`src/rtl/cla_pkg.sv`:
```
// Shared constants and helpers for the pipelined carry-lookahead adder.
// Holds the lookahead group size, stage count and config legality check.
package cla_pkg;

  localparam int GRP = 4;

  function automatic int stages(input int w, input int c);
    return w / c;
  endfunction

  function automatic bit cfg_ok(input int w, input int c);
    return (c > 0) && (c % GRP == 0) &&
           (w >= c) && (w % c == 0);
  endfunction

endpackage

```
`src/rtl/cla_pipe_adder_chunk.sv`:
```
// cla_chunk: combinational CHUNK-bit two-level carry-lookahead adder.
// Ports: a_i/b_i/cin_i in; sum_o, cout_o, cmsb_o (carry into MSB) out.
module cla_chunk
  import cla_pkg::*;
#(
  parameter int CHUNK = 16
) (
  input  logic [CHUNK-1:0] a_i,
  input  logic [CHUNK-1:0] b_i,
  input  logic             cin_i,
  output logic [CHUNK-1:0] sum_o,
  output logic             cout_o,
  output logic             cmsb_o
);

  localparam int NG = CHUNK / GRP;

  logic [CHUNK-1:0] g;
  logic [CHUNK-1:0] p;
  logic [NG-1:0]    gg;
  logic [NG-1:0]    gp;
  logic [NG:0]      gc;
  logic [CHUNK:0]   c;

  assign g = a_i & b_i;
  assign p = a_i ^ b_i;

  always_comb begin
    logic pr;
    gg = '0;
    gp = '0;
    gc = '0;
    c  = '0;
    pr = 1'b0;
    for (int j = 0; j < NG; j++) begin
      gp[j] = &p[j*GRP +: GRP];
      for (int i = 0; i < GRP; i++) begin
        gg[j] = g[j*GRP+i] | (p[j*GRP+i] & gg[j]);
      end
    end
    // Group carries as flat sum-of-products over
    // group generate/propagate, not a ripple chain.
    gc[0] = cin_i;
    for (int j = 1; j <= NG; j++) begin
      pr = 1'b1;
      for (int m = j - 1; m >= 0; m--) begin
        gc[j] = gc[j] | (gg[m] & pr);
        pr    = pr & gp[m];
      end
      gc[j] = gc[j] | (pr & cin_i);
    end
    for (int j = 0; j < NG; j++) begin
      for (int i = 0; i < GRP; i++) begin
        pr = 1'b1;
        for (int m = i - 1; m >= 0; m--) begin
          c[j*GRP+i] = c[j*GRP+i] | (g[j*GRP+m] & pr);
          pr         = pr & p[j*GRP+m];
        end
        c[j*GRP+i] = c[j*GRP+i] | (pr & gc[j]);
      end
    end
    c[CHUNK] = gc[NG];
  end

  assign sum_o  = p ^ c[CHUNK-1:0];
  assign cout_o = c[CHUNK];
  assign cmsb_o = c[CHUNK-1];

endmodule

```
`src/rtl/cla_pipe_adder.sv`:
```
// Pipelined WIDTH-bit add/sub, one CHUNK slice per stage, valid/ready
// on both sides; reports sum, carry-out, signed overflow and a tag.
module cla_pipe_adder
  import cla_pkg::*;
#(
  parameter int WIDTH = 32,
  parameter int CHUNK = 16,
  parameter int TAG_W = 4
) (
  input  logic             clk,
  input  logic             rst_n,
  input  logic             in_valid,
  output logic             in_ready,
  input  logic [WIDTH-1:0] in_a,
  input  logic [WIDTH-1:0] in_b,
  input  logic             in_cin,
  input  logic             in_sub,
  input  logic [TAG_W-1:0] in_tag,
  output logic             out_valid,
  input  logic             out_ready,
  output logic [WIDTH-1:0] out_sum,
  output logic             out_cout,
  output logic             out_ovf,
  output logic [TAG_W-1:0] out_tag
);

  localparam int S = stages(WIDTH, CHUNK);

  if (!cfg_ok(WIDTH, CHUNK)) begin : g_cfg_err
    $error("cla_pipe_adder: bad WIDTH/CHUNK");
  end

  // Link k feeds stage k; link S is the output.
  // Operand links hold only not-yet-summed slices,
  // right-aligned; sum links hold finished slices.
  logic [WIDTH-1:0] ar [S+1];
  logic [WIDTH-1:0] br [S+1];
  logic [WIDTH-1:0] sr [S+1];
  logic             cr [S+1];
  logic             mr [S+1];
  logic             vr [S+1];
  logic [TAG_W-1:0] tr [S+1];

  logic adv;

  assign adv      = !vr[S] || out_ready;
  assign in_ready = adv;

  assign ar[0] = in_a;
  assign br[0] = in_sub ? ~in_b : in_b;
  assign sr[0] = '0;
  assign cr[0] = in_sub | in_cin;
  assign mr[0] = 1'b0;
  assign vr[0] = in_valid && adv;
  assign tr[0] = in_tag;

  for (genvar k = 0; k < S; k++) begin : g_st
    localparam int LO = (k + 1) * CHUNK;
    localparam int HI = WIDTH - LO;

    logic [CHUNK-1:0] cs;
    logic             co;
    logic             cm;
    logic [LO-1:0]    s_d;
    logic [LO-1:0]    s_q;
    logic             v_q;
    logic             c_q;
    logic             m_q;
    logic [TAG_W-1:0] t_q;

    cla_chunk #(.CHUNK(CHUNK)) u_chunk (
      .a_i    (ar[k][CHUNK-1:0]),
      .b_i    (br[k][CHUNK-1:0]),
      .cin_i  (cr[k]),
      .sum_o  (cs),
      .cout_o (co),
      .cmsb_o (cm)
    );

    if (k == 0) begin : g_s0
      assign s_d = cs;
    end else begin : g_sn
      assign s_d = {cs, sr[k][LO-CHUNK-1:0]};
    end

    always_ff @(posedge clk) begin
      if (!rst_n) begin
        v_q <= 1'b0;
        c_q <= 1'b0;
        m_q <= 1'b0;
        t_q <= '0;
        s_q <= '0;
      end else if (adv) begin
        v_q <= vr[k];
        c_q <= co;
        m_q <= cm;
        t_q <= tr[k];
        s_q <= s_d;
      end
    end

    assign vr[k+1] = v_q;
    assign cr[k+1] = c_q;
    assign mr[k+1] = m_q;
    assign tr[k+1] = t_q;
    assign sr[k+1] = WIDTH'(s_q);

    if (HI > 0) begin : g_skew
      logic [HI-1:0] a_q;
      logic [HI-1:0] b_q;

      always_ff @(posedge clk) begin
        if (!rst_n) begin
          a_q <= '0;
          b_q <= '0;
        end else if (adv) begin
          a_q <= ar[k][HI+CHUNK-1:CHUNK];
          b_q <= br[k][HI+CHUNK-1:CHUNK];
        end
      end

      assign ar[k+1] = WIDTH'(a_q);
      assign br[k+1] = WIDTH'(b_q);
    end else begin : g_noskew
      assign ar[k+1] = '0;
      assign br[k+1] = '0;
    end
  end

  assign out_valid = vr[S];
  assign out_sum   = sr[S];
  assign out_cout  = cr[S];
  assign out_ovf   = mr[S] ^ cr[S];
  assign out_tag   = tr[S];

endmodule

```
`config.mk`:
```
export PLATFORM = sky130hd
export DESIGN_NAME = cla_pipe_adder
export DESIGN_NICKNAME = d
export VERILOG_FILES = /design/src/rtl/cla_pkg.sv /design/src/rtl/cla_pipe_adder_chunk.sv /design/src/rtl/cla_pipe_adder.sv
export SDC_FILE = /design/constraint.sdc
export NUM_CORES = 1
export LEC_CHECK = 0
export BUFFER_PORTS_ARGS = -buffer_cell sky130_fd_sc_hd__buf_2
export CAP_MARGIN = 20
export CORE_UTILIZATION = 49
export CTS_CLUSTER_SIZE = 28
export DETAILED_ROUTE_END_ITERATION = 16
export PLACE_DENSITY = 0.77
export REMOVE_ABC_BUFFERS = 1
export SLEW_MARGIN = 20
export SYNTH_ARGS = -nofsm -noshare
export SYNTH_HDL_FRONTEND = slang
export SYNTH_SLANG_ARGS = --single-unit
```
`constraint.sdc`:
```
create_clock -name clk -period 2.55 [get_ports clk]
set_input_delay 0.1275 -clock clk [delete_from_list [all_inputs] [get_ports clk]]
set_output_delay 0.1275 -clock clk [all_outputs]
set_load 0.03 [all_outputs]
```
After elaboration in Yosys (flattened, before gate mapping)
Index checks and enable logic that the tools add are counted.
{"block": "word_totals", "ff_bits": 93, "latch_bits": 0, "mem_bits_rw": 0, "mem_bits_ro": 0, "input_bits": 74, "output_inout_bits": 40, "n_memories": 0}
{"block": "op_classes", "add_sub_neg": 0, "multipliers": 0, "div": 0, "n_lt_le_gt_ge": 0, "eq_ne": 0, "n_shift": 0, "mux": 1, "bitwise_logic": 213, "n_reduce_logical": 11}
{"op": "AND 1 bit", "n": 120}
{"op": "bitwise OR 1 bit", "n": 85}
{"op": "bitwise XOR 16 bit", "n": 4}
{"op": "AND 16 bit", "n": 2}
{"op": "two-way mux 32 bit", "n": 1}
{"op": "NOT 32 bit", "n": 1}
{"op": "AND reduction 4 bit", "n": 8}
{"op": "logical AND 1 bit", "n": 1}
{"op": "zero test 1 bit", "n": 1}
{"op": "logical OR 1 bit", "n": 1}
{"op": "bitwise XOR 1 bit", "n": 1}

Logic depth before layout (Yosys ltp)
{"block": "depth", "depth_word": 16, "depth_mapped": 13, "depth_no_buf": 10}

Modules after synthesis
Synthesis repeated with hierarchy kept, for this count alone.
{"block": "hier_totals", "cells_unflattened": 597, "hier_area_um2": 5154.9}
{"module": "cla_pipe_adder", "instances": 1, "cells_per_inst": 424, "area_per_inst_um2": 3711.1, "seq_area_each_um2": 1861.8}
{"module": "cla_chunk at g_st[1].u_chunk", "instances": 1, "cells_per_inst": 93, "area_per_inst_um2": 782.0, "seq_area_each_um2": 0.0}
{"module": "cla_chunk at g_st[0].u_chunk", "instances": 1, "cells_per_inst": 80, "area_per_inst_um2": 661.9, "seq_area_each_um2": 0.0}

Worst setup path after synthesis
No wires, ideal clock.
{"block": "synth_path", "path_type": "input -> register", "startpoint": "input in_sub", "endpoint": "register g_st[0].s_q[12]", "arrival_ns": 2.629, "required_time_ns": 2.418, "slack_ns": -0.211, "path_stages": 13, "cell_sequence": "buf_6 buf_2 buf_2 xor2_1 ha_1 o21ai_0 a22oi_2 a21o_1 nor3_1 a221oi_1 fa_1 nand2_1 a21oi_1"}
{"block": "synth_via", "elab_chain_cells": 13, "elab_cells_between_ends": 34, "classes_between": "1 x mux; 30 x bitwise; 3 x reduce/logical"}
{"element": "start, declared", "line_no": "cla_pipe_adder.sv:17", "text": "input logic in_sub,"}
{"element": "two-way mux 32 bit", "line_no": "cla_pipe_adder.sv:50", "text": "assign br[0] = in_sub ? ~in_b : in_b;"}
{"element": "bitwise XOR 16 bit / AND 16 bit (equally long branches)", "line_no": "cla_pipe_adder_chunk.sv:26, cla_pipe_adder_chunk.sv:25"}
{"element": "AND 1 bit", "line_no": "cla_pipe_adder_chunk.sv:38", "text": "gg[j] = g[j*GRP+i] | (p[j*GRP+i] & gg[j]);"}
{"element": "bitwise OR 1 bit", "line_no": "cla_pipe_adder_chunk.sv:38"}
{"element": "AND 1 bit", "line_no": "cla_pipe_adder_chunk.sv:38"}
{"element": "bitwise OR 1 bit", "line_no": "cla_pipe_adder_chunk.sv:38"}
{"element": "AND 1 bit", "line_no": "cla_pipe_adder_chunk.sv:38"}
{"element": "bitwise OR 1 bit", "line_no": "cla_pipe_adder_chunk.sv:38"}
{"element": "AND 1 bit", "line_no": "cla_pipe_adder_chunk.sv:47", "text": "gc[j] = gc[j] | (gg[m] & pr);"}
{"element": "bitwise OR 1 bit (2 in a row)", "line_no": "cla_pipe_adder_chunk.sv:47"}
{"element": "bitwise OR 1 bit", "line_no": "cla_pipe_adder_chunk.sv:50", "text": "gc[j] = gc[j] | (pr & cin_i);"}
{"element": "bitwise XOR 16 bit *", "line_no": "cla_pipe_adder_chunk.sv:65", "text": "assign sum_o = p ^ c[CHUNK-1:0];"}
{"element": "net g_st[0].cs[12]", "line_no": "cla_pipe_adder.sv:61", "text": "logic [CHUNK-1:0] cs;"}
{"element": "end signal, assigned", "line_no": "cla_pipe_adder.sv:92", "text": "s_q <= '0;"}
{"element": "end signal, assigned", "line_no": "cla_pipe_adder.sv:98", "text": "s_q <= s_d;"}
{"element": "end, declared", "line_no": "cla_pipe_adder.sv:65", "text": "logic [LO-1:0] s_q;"}
Mark *: on every way through the listed nets, which the timed path passes. The rest lies on a longest branch.
A chain may end at the register's enable or synchronous reset.

Worst setup path after layout
{"block": "layout_path", "startpoint": "register g_st[0].g_skew.b_q[7]", "endpoint": "register g_st[1].s_q[28] (netlist: out_sum[28])"}
{"block": "layout_via", "elab_chain_cells": 8, "elab_cells_between_ends": 14, "classes_between": "13 x bitwise; 1 x reduce/logical"}
{"element": "start, declared", "line_no": "cla_pipe_adder.sv:110", "text": "logic [HI-1:0] b_q;"}
{"element": "start signal, assigned", "line_no": "cla_pipe_adder.sv:118", "text": "b_q <= br[k][HI+CHUNK-1:CHUNK];"}
{"element": "bitwise XOR 16 bit", "line_no": "cla_pipe_adder_chunk.sv:26", "text": "assign p = a_i ^ b_i;"}
{"element": "AND 1 bit", "line_no": "cla_pipe_adder_chunk.sv:38"}
{"element": "bitwise OR 1 bit", "line_no": "cla_pipe_adder_chunk.sv:38"}
{"element": "AND 1 bit", "line_no": "cla_pipe_adder_chunk.sv:47"}
{"element": "bitwise OR 1 bit (2 in a row)", "line_no": "cla_pipe_adder_chunk.sv:47"}
{"element": "bitwise OR 1 bit *", "line_no": "cla_pipe_adder_chunk.sv:50"}
{"element": "bitwise XOR 16 bit *", "line_no": "cla_pipe_adder_chunk.sv:65"}
{"element": "end signal, assigned", "line_no": "cla_pipe_adder.sv:92"}
{"element": "end signal, assigned", "line_no": "cla_pipe_adder.sv:98"}
{"element": "end, declared", "line_no": "cla_pipe_adder.sv:65"}
Mark *: on every way between the ends. The rest lies on a longest branch, timed or not.

==> flow_summary.json <==
{
  "clk_latency_ns": 0.35,
  "fin_worst_skew_ns": 0.01180,
  "status": "completed",
  "numCtsBuffers": 9,
  "drv_cap": 0,
  "synth_edf_count": 0,
  "ys.flop_type": "dfxtp_1",
  "worst_ep_arrival_time_ns": 2.64,
  "htreeDepth": 3,
  "place_congestion": 0.9539,
  "min_period_ns": 2.367,
  "synth_area_leaders": "dfxtp_1, nand2_1, ha_1",
  "syn_area_mm2": 0.004807,
  "crit_path_start_kind": "flop",
  "synth_area_leader_cell": "dfxtp_1",
  "p_leak_nw": 2.680,
  "syn_avg_cell_area_um2": 8.317,
  "pin_count": 114,
  "wl_per_cell_um": 13.26,
  "final_cells": 820,
  "postRouteAntennaNets": 0,
  "placement_rows": 35,
  "final_util_pct": 61.90,
  "die-area_mm2": 0.01021,
  "die_w_um": 101.0,
  "ir_worst_vdd_mv": 0.3476,
  "placed_cells": 800,
  "crit_start": "g_st[0].g_skew.b_q[7]",
  "maxSlewHeadroom_pct": 67.13,
  "grt_pass1_wl_um": 18330,
  "fin_area_mm2": 0.005801,
  "intPower_mw": 2.641,
  "finalSetupViolCount": 0,
  "syn_inst": 578,
  "fmax_ghz": 0.4225,
  "drc": 0,
  "drt-initial-drc-count": 162,
  "drt_pass1_iterations": 4,
  "clk_pin_slew_ns": 0.09,
  "slew_violations": 0,
  "yosysWarningCount": 0,
  "swShare_pct": 30.93,
  "start_util_pct": 51.30,
  "p_sw_mw": 1.183,
  "numPortBuffers": 113,
  "end_kind": "flop",
  "synth-async-reset-ratio_pct": 0,
  "grt_util_all_layers_pct": 22.37,
  "final_common_cell": "nand2_1",
  "rr_startpoint": "g_st[0].g_skew.b_q[7]",
  "antenna_found_initial": 0,
  "cts_tree": "built",
  "power_frac_comb_pct": 26.5,
  "post_drt_via_cell_ratio": 5.282,
  "rsz0062_at_grt": "false",
  "clock_power_share_pct": 28.9,
  "seq_area_frac_synth_pct": 38.73,
  "cts_buffer_depth": 2,
  "dpl_cell_area_mm2": 0.005522,
  "hold_start": "in_a[17]",
  "clock_sinks": 93,
  "ys_ff_latch": 93,
  "finalHoldViolations": 0,
  "final_cell_mix": "nand2_1, buf_2, dfxtp_1",
  "critical_path_class": "flop to flop",
  "cp_max_fo": 5,
  "vias": 4331,
  "powerDensity_mw_per_mm2": 659.2,
  "hold_slack_ns": 0.01137,
  "worstHoldPathType": "input pin to flop",
  "antennaDiodeCount": 0,
  "overflow": 0,
  "die_h_um": 101.0,
  "areaGrowthSynthToFinish_pct": 20.67,
  "core_area_mm2": 0.009371,
  "drive_above_1_share_pct": 23.30,
  "cp.required_ns": 2.82,
  "worst_slew_pin_slew_ns": 0.4913,
  "fill_cells": 853,
  "finalWirelength_um": 10870,
  "grt_pass1_vias": 4283,
  "clockRootBuffer": "clkbuf_8",
  "seq_power_share_pct": 44.6,
  "dp_hpwl_um": 7993,
  "nets": 800,
  "grt_max_degree": 56,
  "finalCritPeriodShare_pct": 92.81,
  "yosysTopAreaCellShare_pct": 38.73,
  "synth.distinct_cells": 48
}
==> layout make-up <==
| type | count | area, um^2 | share of cell area [%] |
|---|---|---|---|
| Clock buffer | 11 | 151.4 | 2.610 |
| Clock inverter | 5 | 82.58 | 1.424 |
| Inverter | 20 | 76.32 | 1.316 |
| Multi-Input combinational cell | 431 | 2751 | 47.43 |
| Sequential cell | 93 | 1862 | 32.10 |
| Tap cell | 129 | 161.4 | 2.783 |
| Timing Repair Buffer | 131 | 715.7 | 12.34 |
==> worst max-delay path, cell delays in order (launching register included) <==
cell      delay [ns]
dfxtp_1         0.33
ha_1            0.34
and2_1          0.19
a221o_1         0.34
a21boi_2        0.15
o21ai_2         0.12
a21oi_2         0.19
fa_1            0.43
a211oi_1        0.19
==> cell families after synthesis <==
| logic type | Yosys count | synth area share [%] |
|---|---|---|
| AO/OA/AOI/OAI | 150 | 19.31 |
| flip-flops | 93 | 38.73 |
| buffers and inverters | 54 | 4.451 |
| multiplexers | 1 | 0.2342 |
| adder cells (fa/ha/maj) | 40 | 11.66 |
| AND/OR/NAND/NOR | 190 | 16.50 |
| XOR/XNOR | 50 | 9.110 |
==> cell usage after synthesis, types with 4 or more instances <==
library cell / n
xnor2_1: 27
nand3_1: 9
fa_1: 8
a21oi_1: 68
inv_1: 20
nor2_1: 36
ha_1: 32
o211ai_1: 4
buf_1: 7
nor3_1: 5
a21o_1: 7
dfxtp_1: 93
clkbuf_1: 23
a211oi_1: 27
nand2_1: 119
xor2_1: 23
o21ai_0: 19
==> sequential cells by signal, indices dropped and copies added, names as in the netlist <==
| signal | cells |
|---|---|
| out_valid | 1 |
| out_cout | 1 |
| g_st.t_q | 4 |
| out_tag | 4 |
| g_st.g_skew.b_q | 16 |
| g_st.c_q | 1 |
| g_st.v_q | 1 |
| g_st.m_q | 1 |
| g_st.g_skew.a_q | 16 |
| g_st.s_q | 16 |
| out_sum | 32 |
==> power by group through the flow <==
stage               logic [mW]  clock network (mW)  registers, mW
floorplan                0.564                   0           1.86
global placement         0.962                   0           1.73
detailed placement        1.00                   0           1.74
CTS                       1.01                1.13           1.70
global route              1.13                1.19           1.72
finish                    1.01                1.11           1.70
==> metal layers <==
| layer | up-vias | track usage [%] | part of all wire, % |
|---|---|---|---|
| met4 | 0 | 6.800 | 1.3 |
| met5 | - | 0 | 0 |
| li1 | 2192 | - | - |
| met3 | 11 | 4.785 | 6.3 |
| met2 | 127 | 40.61 | 48 |
| met1 | 2001 | 26.20 | 44 |
==> path summary, 6_finish.rpt <==
path	to	slack, ns	cells after the start
max	out_sum[28]	0.18	8
max reg2reg	out_sum[28]	0.18	8
min	g_st[0].g_skew.a_q[1]	0.01	3
min reg2reg	out_tag[1]	0.45	2
==> repair_timing <==
| action | in CTS | in global routing |
|---|---|---|
| endpoints found under the hold margin | 1 | 0 |
| buffers inserted | 0 | 3 |
| endpoints found under the setup margin | 0 | 2 |
| hold buffers | 1 | 0 |
| gates resized for setup | 0 | 4 |
==> metrics by stage <==
stage / TNS (ns) / setup slack, ns / power [mW]
CTS: 0 / 0.07369 / 3.839
floorplan: -298.47 / -3.686 / 2.421
finish: 0 / 0.1833 / 3.824
global route: 0 / 0.02193 / 4.044
detailed placement: -0.2503 / -0.1384 / 2.737
global placement: 0 / 0.07830 / 2.693
Note: power is estimated with default switching activity, not from simulation.
